### config.mk
export PLATFORM = sky130hd
export DESIGN_NAME = rgb_fader
export DESIGN_NICKNAME = d
export VERILOG_FILES = /design/src/rtl/rgb_fader.sv
export SDC_FILE = /design/constraint.sdc
export NUM_CORES = 1
export LEC_CHECK = 0
export CAP_MARGIN = 20
export CORE_MARGIN = 8
export CORE_UTILIZATION = 55
export CTS_CLUSTER_SIZE = 28
export DETAILED_ROUTE_END_ITERATION = 8
export PLACE_DENSITY = 0.83
export SYNTH_ARGS = -nofsm -noshare
export SYNTH_HDL_FRONTEND = slang
export SYNTH_SLANG_ARGS = --single-unit
### constraint.sdc
create_clock -name i_clk -period 6.5 [get_ports i_clk]
set_input_delay 1.3 -clock i_clk [delete_from_list [all_inputs] [get_ports i_clk]]
set_output_delay 1.3 -clock i_clk [all_outputs]
set_load 0.02 [all_outputs]
### src/rtl/rgb_fader.sv
// rgb_fader: steps a registered RGB colour one LSB per channel toward an
// accepted target colour at a fixed tick rate, for a downstream WS2812 driver.
//
// Parameters:
//   CLK_FREQ  i_clk frequency in Hz
//   STEP_HZ   fade step rate in Hz (1 <= STEP_HZ <= CLK_FREQ)
// Ports:
//   i_clk                      single rising-edge clock
//   i_rst_n                    asynchronous active-low reset
//   i_valid / o_ready          target handshake (accept when both high)
//   i_red, i_green, i_blue     target colour, sampled on accept
//   i_blank                    force colour outputs to zero (fade continues)
//   o_red, o_green, o_blue     registered colour outputs
//   o_busy                     fade in progress
//   o_done                     one-cycle pulse when a fade (or no-op accept) completes
module rgb_fader #(
    parameter int unsigned CLK_FREQ = 16000000,
    parameter int unsigned STEP_HZ  = 1000
) (
    input  logic       i_clk,
    input  logic       i_rst_n,
    input  logic       i_valid,
    output logic       o_ready,
    input  logic [7:0] i_red,
    input  logic [7:0] i_green,
    input  logic [7:0] i_blue,
    input  logic       i_blank,
    output logic [7:0] o_red,
    output logic [7:0] o_green,
    output logic [7:0] o_blue,
    output logic       o_busy,
    output logic       o_done
);

    localparam int unsigned TICK_RAW = CLK_FREQ / STEP_HZ;
    localparam int unsigned TICK_DIV = (TICK_RAW < 1) ? 1 : TICK_RAW;
    localparam int unsigned CNT_W    = (TICK_DIV > 1) ? $clog2(TICK_DIV) : 1;
    localparam logic [CNT_W-1:0] CNT_MAX = CNT_W'(TICK_DIV - 1);

    typedef enum logic {
        IDLE,
        FADE
    } state_t;

    state_t state, state_next;

    logic [CNT_W-1:0] cnt;
    logic             tick;

    logic [7:0] cur_r, cur_g, cur_b;
    logic [7:0] tgt_r, tgt_g, tgt_b;
    logic [7:0] step_r, step_g, step_b;

    logic accept;
    logic same;
    logic fade_end;

    // One LSB toward the target; saturation is implicit since the step
    // never passes the target value.
    function automatic logic [7:0] toward(input logic [7:0] c, input logic [7:0] t);
        if (c < t) begin
            return c + 8'd1;
        end else if (c > t) begin
            return c - 8'd1;
        end else begin
            return c;
        end
    endfunction

    // Free-running tick divider, restarts from 0 on reset release.
    always_ff @(posedge i_clk or negedge i_rst_n) begin
        if (!i_rst_n) begin
            cnt <= '0;
        end else if (tick) begin
            cnt <= '0;
        end else begin
            cnt <= cnt + CNT_W'(1);
        end
    end

    assign tick = (cnt == CNT_MAX);

    always_comb begin
        accept   = i_valid && (state == IDLE);
        same     = ({i_red, i_green, i_blue} == {cur_r, cur_g, cur_b});
        step_r   = toward(cur_r, tgt_r);
        step_g   = toward(cur_g, tgt_g);
        step_b   = toward(cur_b, tgt_b);
        // Completion is judged on the post-step colour so IDLE is entered
        // on the same tick that lands on the target.
        fade_end = (state == FADE) && tick &&
                   ({step_r, step_g, step_b} == {tgt_r, tgt_g, tgt_b});
    end

    // State register
    always_ff @(posedge i_clk or negedge i_rst_n) begin
        if (!i_rst_n) begin
            state <= IDLE;
        end else begin
            state <= state_next;
        end
    end

    // Next-state logic
    always_comb begin
        state_next = state;
        case (state)
            IDLE: if (accept && !same) state_next = FADE;
            FADE: if (fade_end)        state_next = IDLE;
            default:                   state_next = IDLE;
        endcase
    end

    // State-decoded outputs
    always_comb begin
        o_ready = (state == IDLE);
        o_busy  = (state == FADE);
    end

    // Colour datapath, done pulse and registered outputs
    always_ff @(posedge i_clk or negedge i_rst_n) begin
        if (!i_rst_n) begin
            cur_r   <= '0;
            cur_g   <= '0;
            cur_b   <= '0;
            tgt_r   <= '0;
            tgt_g   <= '0;
            tgt_b   <= '0;
            o_done  <= 1'b0;
            o_red   <= '0;
            o_green <= '0;
            o_blue  <= '0;
        end else begin
            if (accept) begin
                tgt_r <= i_red;
                tgt_g <= i_green;
                tgt_b <= i_blue;
            end
            if ((state == FADE) && tick) begin
                cur_r <= step_r;
                cur_g <= step_g;
                cur_b <= step_b;
            end
            o_done  <= (accept && same) || fade_end;
            o_red   <= i_blank ? '0 : cur_r;
            o_green <= i_blank ? '0 : cur_g;
            o_blue  <= i_blank ? '0 : cur_b;
        end
    end

endmodule

# After elaboration in Yosys (flattened, before gate mapping)
# Cells that the tools add are included.
[totals]
register_bits = 88
out_inout_bits = 27
wordCells = 49
[classes]
n_addsub = 7
magnitude_cmp = 6
n_eq_ne = 3
n_mux = 13
n_bitwise = 1
n_reduce_logical = 7
[ops]
columns = ["op", "n"]
rows = [
  ["$mux 8", 9],
  ["$eq 24x24->1", 2],
  ["$add 8x1->8 const B", 3],
  ["$gt 8x8->1", 3],
  ["$lt 8x8->1", 3],
  ["$sub 8x1->8 const B", 3],
  ["$add 14x1->14 const B", 1],
  ["$eq 14x14->1 const B", 1],
  ["$mux 14", 1],
  ["$logic_and 1x1->1", 5],
  ["$mux 1", 2],
  ["$pmux 1 s2", 1],
  ["$logic_not 1->1", 1],
  ["$logic_or 1x1->1", 1],
  ["$not 1->1", 1],
]

# Longest topological paths before layout
# Gate-level depths: netlist (run 1).
[depth]
depth_word = 7
ltp_mapped = 12
mapped_depth_nobuf = 11

# Worst setup path after synthesis (run 1)
# OpenSTA, ideal clock, no wires.
[synth_timing]
kind = "register to register"
startpoint = "register cur_r[0]"
endpoint = "register state, in the netlist o_busy"
setup_ns = 0.133
arrival_ns = 2.752
setup_slack_ns = 3.614
path_stages_with_launch = 13
path_buffers = 1
period_less_slack_ns = 2.886
cell_sequence = "dfrtp_1 > clkbuf_1 > inv_1 > ha_1 > nand4_1 > nor2_1 > or4_1 > a21oi_1 > or3_1 > a2111oi_0 > nand4_1 > nor4_1 > o21ai_0"
[synth_via]
elab_chain_len = 7
[synth_lines]
columns = ["element", "line", "source"]
rows = [
  ["start: declaration", "50", "logic [7:0] cur_r, cur_g, cur_b;"],
  ["start signal: assignment", "140", "cur_r <= step_r;"],
  ["$sub 8x1->8 / $gt 8x8->1 (equally long branches)", "64, 63", ""],
  ["$mux 8", "63", "end else if (c > t) begin"],
  ["$mux 8", "61", "if (c < t) begin"],
  ["$eq 24x24->1", "92", "({step_r, step_g, step_b} == {tgt_r, tgt_g, tgt_b});"],
  ["$logic_and 1x1->1", "91", "fade_end = (state == FADE) && tick &&"],
  ["$mux 1", "109", "FADE: if (fade_end) state_next = IDLE;"],
  ["$pmux 1 s2 (*)", "107", "case (state)"],
  ["named net state_next", "45", "state_t state, state_next;"],
  ["end signal: assignment", "100", "state <= state_next;"],
  ["end: declaration", "45", ""],
]
# Mark *: on every way through the listed nets, which the timed path passes. The rest lies on a longest branch.
# A chain may end at the register's enable or synchronous reset.

# Worst setup path after layout (run 1)
[layout_timing]
startpoint = "register cur_r[5]"
endpoint = "register state, in the netlist o_busy"
# The elaborated chain is that of the path after synthesis.

==> results of run 1 <==
==> metrics by stage <==
stage | cells | instance area, sq um | utilization (%) | hold slack (ns)
after CTS | 802 | 6511 | 63.93 | 0.4928
after floorplan | 627 | 5713 | - | 0.4513
after global routing | 803 | 6539 | 64.20 | 0.5187
after global placement | 786 | 6305 | 61.90 | 0.4775
final | 803 | 6539 | 64.20 | 0.4877
after detailed placement | 786 | 6305 | 61.90 | 0.4765
==> power breakdown <==
| part | internal, uW | switching [uW] | leakage, uW | total, uW |
|---|---|---|---|---|
| Combinational | 42.2 | 54.3 | 0.00162 | 96.5 |
| Clock | 200 | 203 | 0.000103 | 403 |
| Sequential | 556 | 8.79 | 0.00114 | 565 |
==> flip-flops by register name, indices dropped and copies added (netlist names) <==
signal,count
cur_g,8
o_blue,8
o_green,8
cur_b,8
cnt,14
o_busy,1
tgt_b,8
tgt_r,8
cur_r,8
o_red,8
o_done,1
tgt_g,8
==> critical path, stage by stage (launching register included) <==
cell,delay [ns]
dfrtp_1,0.56
ha_1,0.41
nand4_1,0.24
nor2_1,0.51
or4_1,0.19
a21oi_1,0.05
or3_1,0.37
a2111oi_0,0.49
nand4_1,0.18
nor4_1,0.32
o21ai_0,0.12
==> cell families (layout without fill, tap and decap cells) <==
group / after synthesis / after routing
xor gates and xnor gates: 87 / 87
adders and majority gates: 31 / 31
and+or+nand+nor: 219 / 219
AOI/OAI and AO/OA: 132 / 132
DFF: 88 / 88
muxes: 7 / 7
buffers and inverters: 63 / 103
==> path summary, 6_finish.rpt <==
check	end	slack, ns	depth (start not counted)
worst max-delay path	o_busy$_DFF_PN0_	2.94	10
worst min-delay path	cnt[4]$_DFF_PN0_	0.49	1
worst max register to register	o_busy$_DFF_PN0_	2.94	10
max in group asynchronous	tgt_b[3]$_DFFE_PN0P_	5.02	2
worst min register to register	cnt[4]$_DFF_PN0_	0.49	1
min in group asynchronous	cur_r[4]$_DFFE_PN0P_	0.84	1
==> layout make-up <==
type,count,area [sq um]
clock buffers,12,155.1
clock inverters,4,51.30
fillers,850,3646
inverters,31,116.4
multi-input cells,476,3271
flip-flops and latches,88,2202
well taps,136,170.2
repair buffers,56,573.1
==> cells in the mapped netlist, drive strengths merged (7+ instances only) <==
cell	number	area [sq um]
a31oi	7	43.79
nand3	23	125.1
nor4	7	50.05
nand2	61	229.0
nor2	32	135.1
xor2	33	289.0
clkbuf	25	93.84
and3	12	75.07
buf	7	47.55
dfrtp	88	2202
o21ai	44	224.0
nor3	13	65.06
ha	31	387.9
inv	31	116.4
a21oi	32	163.9
xnor2	54	473.0
o211ai	11	92.58
nor2b	24	152.6
nand4	17	112.6
==> per-layer routing <==
metal	global-route usage [%]	up-vias
met5	0	-
met4	9.768	0
met3	3.501	27
met2	34.16	183
met1	28.92	2271
li1	-	2274
==> cells in the final DEF (no fill, tap or decap), types with 3 or more instances in the layout <==
cell type        Yosys  final
o211ai_1             9      9
a31oi_1              7      7
nor2_1              30     30
or3_1                3      3
nand4_1             16     16
a21oi_1             31     31
mux2_2               4      4
or4_1                5      5
or2_2                3      3
mux2i_1              3      3
nor4_1               6      6
dfrtp_1             88     88
o2111ai_1            3      3
nor3_1              13     13
xnor2_1             54     54
a21o_1               4      4
clkbuf_8             0     11
ha_1                31     31
xor2_1              33     33
clkdlybuf4s50_1      0     53
a221oi_1             4      4
nor2b_1             23     22
and3_1              12     12
inv_1               31     31
and4_1               4      4
o21a_1               5      5
nand3b_1             4      4
nand3_1             21     21
o21ai_0             42     42
nand2_1             61     61
==> flow_metrics.tcl, run 1 <==
set metrics [dict create \
    outcome "finished, final reports clean" \
    worst_pin_slew_ns 1.142 \
    setup_slack_ns 2.936 \
    dpl.hpwl_mm 10.95 \
    antenna_found_initial 0 \
    route.met2.wl_mm 7.048 \
    period_share_pct 54.82 \
    syn-num-nets 686 \
    ios 55 \
    wl_per_cell_um 18.60 \
    design.die.area_sq_um 13900 \
    synth_edf_count 0 \
    synth_cell_type_count 68 \
    cts_tree "yes" \
    crit_arrival_ns 3.82 \
    cts_max_path_buffers 2 \
    clk_pin_slew_worst_paths_ns 0.09 \
    finalHoldViolations 0 \
    drt_iter0_drc 305 \
    grt_pass1_wl_mm 24.67 \
    yosysWarnings 0 \
    total_power_uw 1064 \
    clk_latency_ns 0.37 \
    ys_seq_area_share_pct 38.55 \
    vdd.ir_drop.worst_mv 0.1383 \
    hold_path.class "reg2reg" \
    slew_headroom_pct 23.65 \
    drcViolationCount 0 \
    drive_above_1_share_pct 6.597 \
    cts_buffers 9 \
    dr.max_layer_used "met4" \
    chipHeight_um 117.9 \
    firstDrtPassIters 5 \
    vias 4755 \
    min_period_ns 3.564 \
    timing.setup.tns_ns 0 \
    grt_pass1_vias 4702 \
    nets 721 \
    crit_fanout 13 \
    maxCapViolations 0 \
    vias_per_cell 5.922 \
    area_growth_pct 14.45 \
    p_per_area_nw_per_um2 162.8 \
    synth.mux.area_fraction_pct 1.314 \
    synth-simple-area-share_pct 20.81 \
    yosys_most_used_dff "dfrtp_1" \
    critical_path_class "reg2reg" \
    chipWidth_um 117.9 \
    cts_resized 0 \
    critPathLaunchType "register" \
    startpoint "cur_r[5]$_DFFE_PN0P_" \
    antenna_left 0 \
    synth-seq-cells 88 \
    wl_met3_um 943 \
    cts-root-buf "clkbuf_8" \
    fp-row-count 37 \
    rsz0062_at_grt "no" \
    post-place-ws_ns 3.011 \
    h-tree-depth 3 \
    grt_max_degree 89 \
    synthCells 627 \
    synth_adder_area_share_pct 6.789 \
    grt_use_total_pct 21.75 \
    drv_slew 0 \
    synth_xor_area_share_pct 13.34 \
    leakage_uw 0.002863 \
    wl_met1_mm 6.553 \
    start_util_pct 56.09 \
    syn_area_sq_um 5713 \
    gp_congestion 0.9458 \
    synth_compound_gate_area_share_pct 14.70 \
    cts.sinks 88 \
    coreArea_sq_um 10180 \
    finalClockSkew_ns 0.01148 \
    hold_buffers 0 \
    hp-start "cnt[4]$_DFF_PN0_" \
    synthArstFlopShare_pct 100.0 \
    r2r-start "cur_r[5]$_DFFE_PN0P_" \
    grt_overflow 0 \
    setup_viol 0 \
    avgSynthCellArea_sq_um 9.112 \
    wl_mm 14.93 \
    cts_setup_buffers 0 \
    synth_top_family_by_area "simple AND/OR/NAND/NOR gates" \
    end_kind "register" \
    port_buffers 54 \
    n_antenna_cell 0 \
    cp.required_ns 6.75 \
    max_freq_mhz 280.6 \
]
Power figures use the tool's default switching activity.
==> run 2: changes to the inputs <==
==> constraint.sdc (replaced) <==
create_clock -name i_clk -period 3.6 [get_ports i_clk]
set_input_delay 0.72 -clock i_clk [delete_from_list [all_inputs] [get_ports i_clk]]
set_output_delay 0.72 -clock i_clk [all_outputs]
set_load 0.02 [all_outputs]
==> run 2 against run 1 <==
Net effect:
- maximum frequency increased by 6.1%
- clock skew decreased by 0.0028 ns
- combinational power increased by 84%
- final cell count increased by 1.9%
- wire length increased by 2.9%
- count of clock-buffer cells in the layout decreased by 2
- first-iteration DRC count increased by 23%
- die area unchanged
- global-route usage increased by 0.52 points
- largest power group unchanged
==> flow_metrics.tcl, run 2 (same netlist as run 1, synthesis figures left out) <==
set metrics [dict create \
    cts_tree "yes" \
    nets 737 \
    outcome "finished, final reports clean" \
    swShare_pct 24.59 \
    p_sw_uw 484.9 \
    crit_arrival_ns 3.61 \
    leakage_uw 0.002954 \
    clk_latency_ns 0.37 \
    max_freq_mhz 297.7 \
    chipHeight_um 117.9 \
    vdd.ir_drop.worst_mv 0.2200 \
    fp-row-count 37 \
    fillers 856 \
    cts-root-buf "clkbuf_8" \
    finalClockSkew_ns 0.008698 \
    hold_path.class "in2async" \
    critical_path_class "reg2reg" \
    coreArea_sq_um 10180 \
    mostFrequentLayoutCells "dfrtp_1 (88), nand2_1 (61), xnor2_1 (54), clkdlybuf4s50_1 (53), o21ai_0 (42)" \
    grt_use_met1_pct 28.20 \
    ios 55 \
    start_util_pct 56.09 \
    critPathLaunchType "register" \
    vias_per_cell 6.068 \
    wl_per_cell_um 18.78 \
    period_share_pct 93.31 \
    finalHoldViolations 0 \
    p_int_uw 1488 \
    grt_pass1_wl_mm 25.23 \
    cts_buffers 9 \
    grt_overflow 0 \
    dpl.hpwl_mm 11.28 \
    area_growth_pct 16.67 \
    n_antenna_cell 0 \
    cts_max_path_buffers 2 \
    antenna_found_initial 0 \
    largest_reg_flops 14 \
    fin_util_pct 65.44 \
    crit_fanout 13 \
    p_per_area_nw_per_um2 295.9 \
    timing.setup.tns_ns 0 \
    grt_use_total_pct 22.28 \
    clock_power_share_pct 39.3 \
    wl_mm 15.37 \
    port_buffers 54 \
    setup_viol 0 \
    chipWidth_um 117.9 \
    worst_pin_slew_ns 0.9037 \
    cp.required_ns 3.85 \
    vias 4964 \
    pwr-share-comb_pct 9.0 \
    use_met3_pct 4.317 \
    top_usage_layer "met2" \
    path_buf_inv 0 \
    antenna_left 0 \
    pwr-share-seq_pct 51.7 \
    crit_top_cell "o2111ai_1" \
    cts.sinks 88 \
    min_period_ns 3.359 \
    firstDrtPassIters 6 \
    gp_congestion 0.9447 \
    cp_slowest_stage_delay_ns 0.55 \
    design.die.area_sq_um 13900 \
    clk_pin_slew_worst_paths_ns 0.09 \
    top_register "cnt" \
    crit_family "compound AO/OA/AOI/OAI gates" \
    drcViolationCount 0 \
    hold_buffers 0 \
    grt_max_degree 89 \
    slew_headroom_pct 39.48 \
    mostFrequentLayoutCell "dfrtp_1" \
    drt_iter0_drc 375 \
    end_kind "register" \
    gr-usage-met2_pct 35.51 \
    rsz0062_at_grt "no" \
    grt_pass1_vias 4957 \
    drv_slew 0 \
    crit_chain "ha_1 -> nand4_1 -> o2111ai_1 -> xnor2_1 -> a221oi_1 -> a21oi_1 -> nor3b_1 -> o2111ai_1 -> nor4_1 -> o21ai_0" \
    drive_above_1_share_pct 8.944 \
    cpMaxStageDelayCell "dfrtp_1" \
    maxCapViolations 0 \
    h-tree-depth 3 \
]
[run 2: cell count changes in the layout (fill, tap and decap cells not counted), sizes merged]
cell	change
buf	+16
bufinv	+1
clkbuf	-2
clkinv	+1
inv	-1
[run 2: final timing paths]
kind                                 startpoint                    to  slack, ns  cells past startpoint
max                        cur_r[5]$_DFFE_PN0P_      o_busy$_DFF_PN0_       0.24                     10
min                                     i_rst_n  cur_r[4]$_DFFE_PN0P_       0.34                      1
max reg2reg                cur_r[5]$_DFFE_PN0P_      o_busy$_DFF_PN0_       0.24                     10
min reg2reg                    cnt[4]$_DFF_PN0_      cnt[4]$_DFF_PN0_       0.49                      1
max in group asynchronous               i_rst_n  cur_b[4]$_DFFE_PN0P_       2.62                      2
min in group i_clk             cnt[4]$_DFF_PN0_      cnt[4]$_DFF_PN0_       0.49                      1
[run 2: worst register-to-register path, stage by stage (launching register included)]
cell and delay (ns):
dfrtp_1 0.55, ha_1 0.40, nand4_1 0.23, o2111ai_1 0.47, xnor2_1 0.15, a221oi_1 0.32, a21oi_1 0.13, nor3b_1 0.40
o2111ai_1 0.20, nor4_1 0.27, o21ai_0 0.12
[run 2: per-layer routing]
layer / part of all wire [%] / wire, um
met5: 0 / 0
met4: 3.4 / 515
met3: 7.0 / 1081
met2: 47 / 7257
met1: 42 / 6510
[run 2: layout make-up]
class | instances | area (sq um) | area share (%)
multi-input combinational | 476 | 3264 | 48.98
clock inverter | 5 | 81.33 | 1.220
tap | 136 | 170.2 | 2.553
timing repair buffer | 72 | 693.2 | 10.40
clock buffer | 10 | 137.6 | 2.065
inverter | 31 | 116.4 | 1.746
sequential | 88 | 2202 | 33.04
[run 2: stage by stage]
| step | area (sq um) | cells | setup WS, ns | hold WS, ns | power (uW) |
|---|---|---|---|---|---|
| floorplan | 5713 | 627 | 0.7143 | 0.4244 | 1120 |
| global placement | 6416 | 802 | 0.4138 | 0.4718 | 1206 |
| detailed placement | 6416 | 802 | 0.3360 | 0.4901 | 1211 |
| CTS | 6635 | 817 | 0.3209 | 0.5067 | 1976 |
| global route | 6665 | 818 | 0.04195 | 0.4013 | 2034 |
| finish | 6665 | 818 | 0.2410 | 0.3434 | 1973 |
[run 2: what timing repair did]
action / 4_1_cts / 5_1_grt
resized for setup: 0 / 1
setup endpoints to repair: 0 / 1
endpoints found under the hold margin: 0 / 0
setup buffers: 0 / 0
[run 2: power by group through the flow]
stage	clock (uW)	combinational, uW	sequential (uW)
2_1_floorplan	0	84.8	1030
3_3_place_gp	0	169	1040
3_5_place_dp	0	172	1040
4_1_cts	783	174	1020
5_1_grt	816	196	1020
6_report	775	178	1020
==> run 3: changes to the inputs <==
--- a/config.mk
+++ b/config.mk
@@ -10,6 +10,7 @@
 export CORE_UTILIZATION = 55
 export CTS_CLUSTER_SIZE = 28
 export DETAILED_ROUTE_END_ITERATION = 8
+export GPL_TIMING_DRIVEN = 0
 export PLACE_DENSITY = 0.83
 export SYNTH_ARGS = -nofsm -noshare
 export SYNTH_HDL_FRONTEND = slang
==> run 3 against run 2 <==
Net effect:
- register-to-register slack worse by 0.07 ns
- flip-flop and latch count unchanged
- global-route usage increased by 0.59 points
- critical path depth did not move
- clock power fell by 11%
- combinational power about the same
- first-iteration DRC count grew 5.6%
- worst setup slack worse by 0.071 ns
- worst hold slack worse by 0.024 ns
- non-clock buffer count grew 15
- cell area barely moved
- count of clock-buffer cells in the layout rose by 2
- critical path type unchanged
==> flow_metrics.tcl, run 3 (same netlist as run 1, synthesis figures left out) <==
set metrics [dict create \
    grt_pass1_vias 4884 \
    clk_pin_slew_worst_paths_ns 0.09 \
    finalNonFillerCells 833 \
    chipWidth_um 117.9 \
    p_per_area_nw_per_um2 283.1 \
    fin_util_pct 65.45 \
    fp-row-count 37 \
    hold_path.class "in2async" \
    grt_overflow 0 \
    dpl.hpwl_mm 12.03 \
    wl_mm 15.80 \
    timing.setup.tns_ns 0 \
    port_buffers 54 \
    max_freq_mhz 291.6 \
    critical_path_class "reg2reg" \
    final_area_sq_um 6666 \
    mostFrequentLayoutCells "dfrtp_1 (88), nand2_1 (61), xnor2_1 (54), clkdlybuf4s50_1 (53), o21ai_0 (42)" \
    grt_max_degree 52 \
    cts_max_path_buffers 2 \
    design.die.area_sq_um 13900 \
    nets 752 \
    start_util_pct 56.09 \
    finalClockSkew_ns 0.01054 \
    chipHeight_um 117.9 \
    fillers 860 \
    antenna_found_initial 0 \
    seq_area_sq_um 2202 \
    leakage_uw 0.002932 \
    gp_congestion 0.9259 \
    post-place-ws_ns -0.09320 \
    top_register "cnt" \
    n_antenna_cell 0 \
    ios 55 \
    cts.sinks 88 \
    slew_headroom_pct 51.01 \
    cts_tree "yes" \
    end_kind "register" \
    grt_use_total_pct 22.86 \
    worst_pin_slew_ns 0.7348 \
    wl_per_cell_um 18.96 \
    crit_fanout 9 \
    clk_latency_ns 0.37 \
    crit_arrival_ns 3.67 \
    dp.cells 819 \
    area_growth_pct 16.69 \
    coreArea_sq_um 10180 \
    min_period_ns 3.430 \
    drive_above_1_share_pct 6.887 \
    cp.required_ns 3.84 \
    maxCapViolations 0 \
    antenna_left 0 \
    vdd.ir_drop.worst_mv 0.1900 \
    drcViolationCount 0 \
    drt_iter0_drc 396 \
    drv_slew 0 \
    vias 4956 \
    outcome "finished, final reports clean" \
    finalHoldViolations 0 \
    grt_pass1_wl_mm 25.67 \
    place_area_sq_um 6454 \
    period_share_pct 95.27 \
    mostFrequentLayoutCell "dfrtp_1" \
    largest_reg_flops 14 \
    multi_input_area_sq_um 3278 \
    setup_viol 0 \
    firstDrtPassIters 5 \
    cts_buffers 9 \
    h-tree-depth 3 \
    cts-root-buf "clkbuf_8" \
    vias_per_cell 5.950 \
    critPathLaunchType "register" \
    setup_slack_ns 0.1702 \
]
==> run 3: where the power goes <==
part | total (uW) | internal [uW] | switching (uW)
sequential | 1020 | 1000 | 14.6
clock | 693 | 336 | 357
combinational | 175 | 76.6 | 98.7
total | 1890 | 1420 | 470
==> run 3: final timing paths <==
kind | startpoint | to | slack (ns) | cells after the start
max | cur_b[1]$_DFFE_PN0P_ | o_busy$_DFF_PN0_ | 0.17 | 10
min | i_rst_n | o_red[2]$_DFF_PN0_ | 0.32 | 1
max reg2reg | cur_b[1]$_DFFE_PN0P_ | o_busy$_DFF_PN0_ | 0.17 | 10
min reg2reg | cnt[4]$_DFF_PN0_ | cnt[4]$_DFF_PN0_ | 0.49 | 1
max in group asynchronous | i_rst_n | cnt[6]$_DFF_PN0_ | 2.65 | 2
min in group i_clk | cnt[4]$_DFF_PN0_ | cnt[4]$_DFF_PN0_ | 0.49 | 1
==> run 3: cell type report <==
class	count	share of cell area (%)
Buffer	30	2.008
Clock buffer	12	2.177
Clock inverter	3	0.6381
Inverter	31	1.746
Multi-Input combinational cell	476	49.17
Sequential cell	88	33.03
Tap cell	136	2.553
Timing Repair Buffer	57	8.671
==> run 3: worst max-delay path: stages (launching register included) <==
cell	delay, ns
dfrtp_1	0.47
ha_1	0.33
nor2b_2	0.16
o211ai_2	0.17
a21o_1	0.29
nand2_1	0.27
a31oi_1	0.33
nand4_1	0.14
or4_1	0.63
nor4_4	0.39
o21ai_0	0.13
==> run 3: per-layer routing <==
metal  wire (um)  GRT usage (%)
met1        6958          29.62
met2        7566          38.05
met3         937          3.693
met5           0              0
met4         333          7.526
==> run 3: repair_timing <==
| item | CTS | global route |
|---|---|---|
| endpoints found under the setup margin | 2 | 2 |
| hold buffers | 0 | 0 |
| pin swaps | 0 | 1 |
| setup buffers | 0 | 1 |
| gates resized for setup | 2 | 2 |
| cloned | 0 | 0 |
==> run 3: through the flow <==
stage	hold WS, ns	total power (uW)
floorplan	0.4244	1120
global placement	0.4743	1204
detailed placement	0.4762	1211
finish	0.3197	1887
CTS	0.3313	1896
global route	0.3502	1953
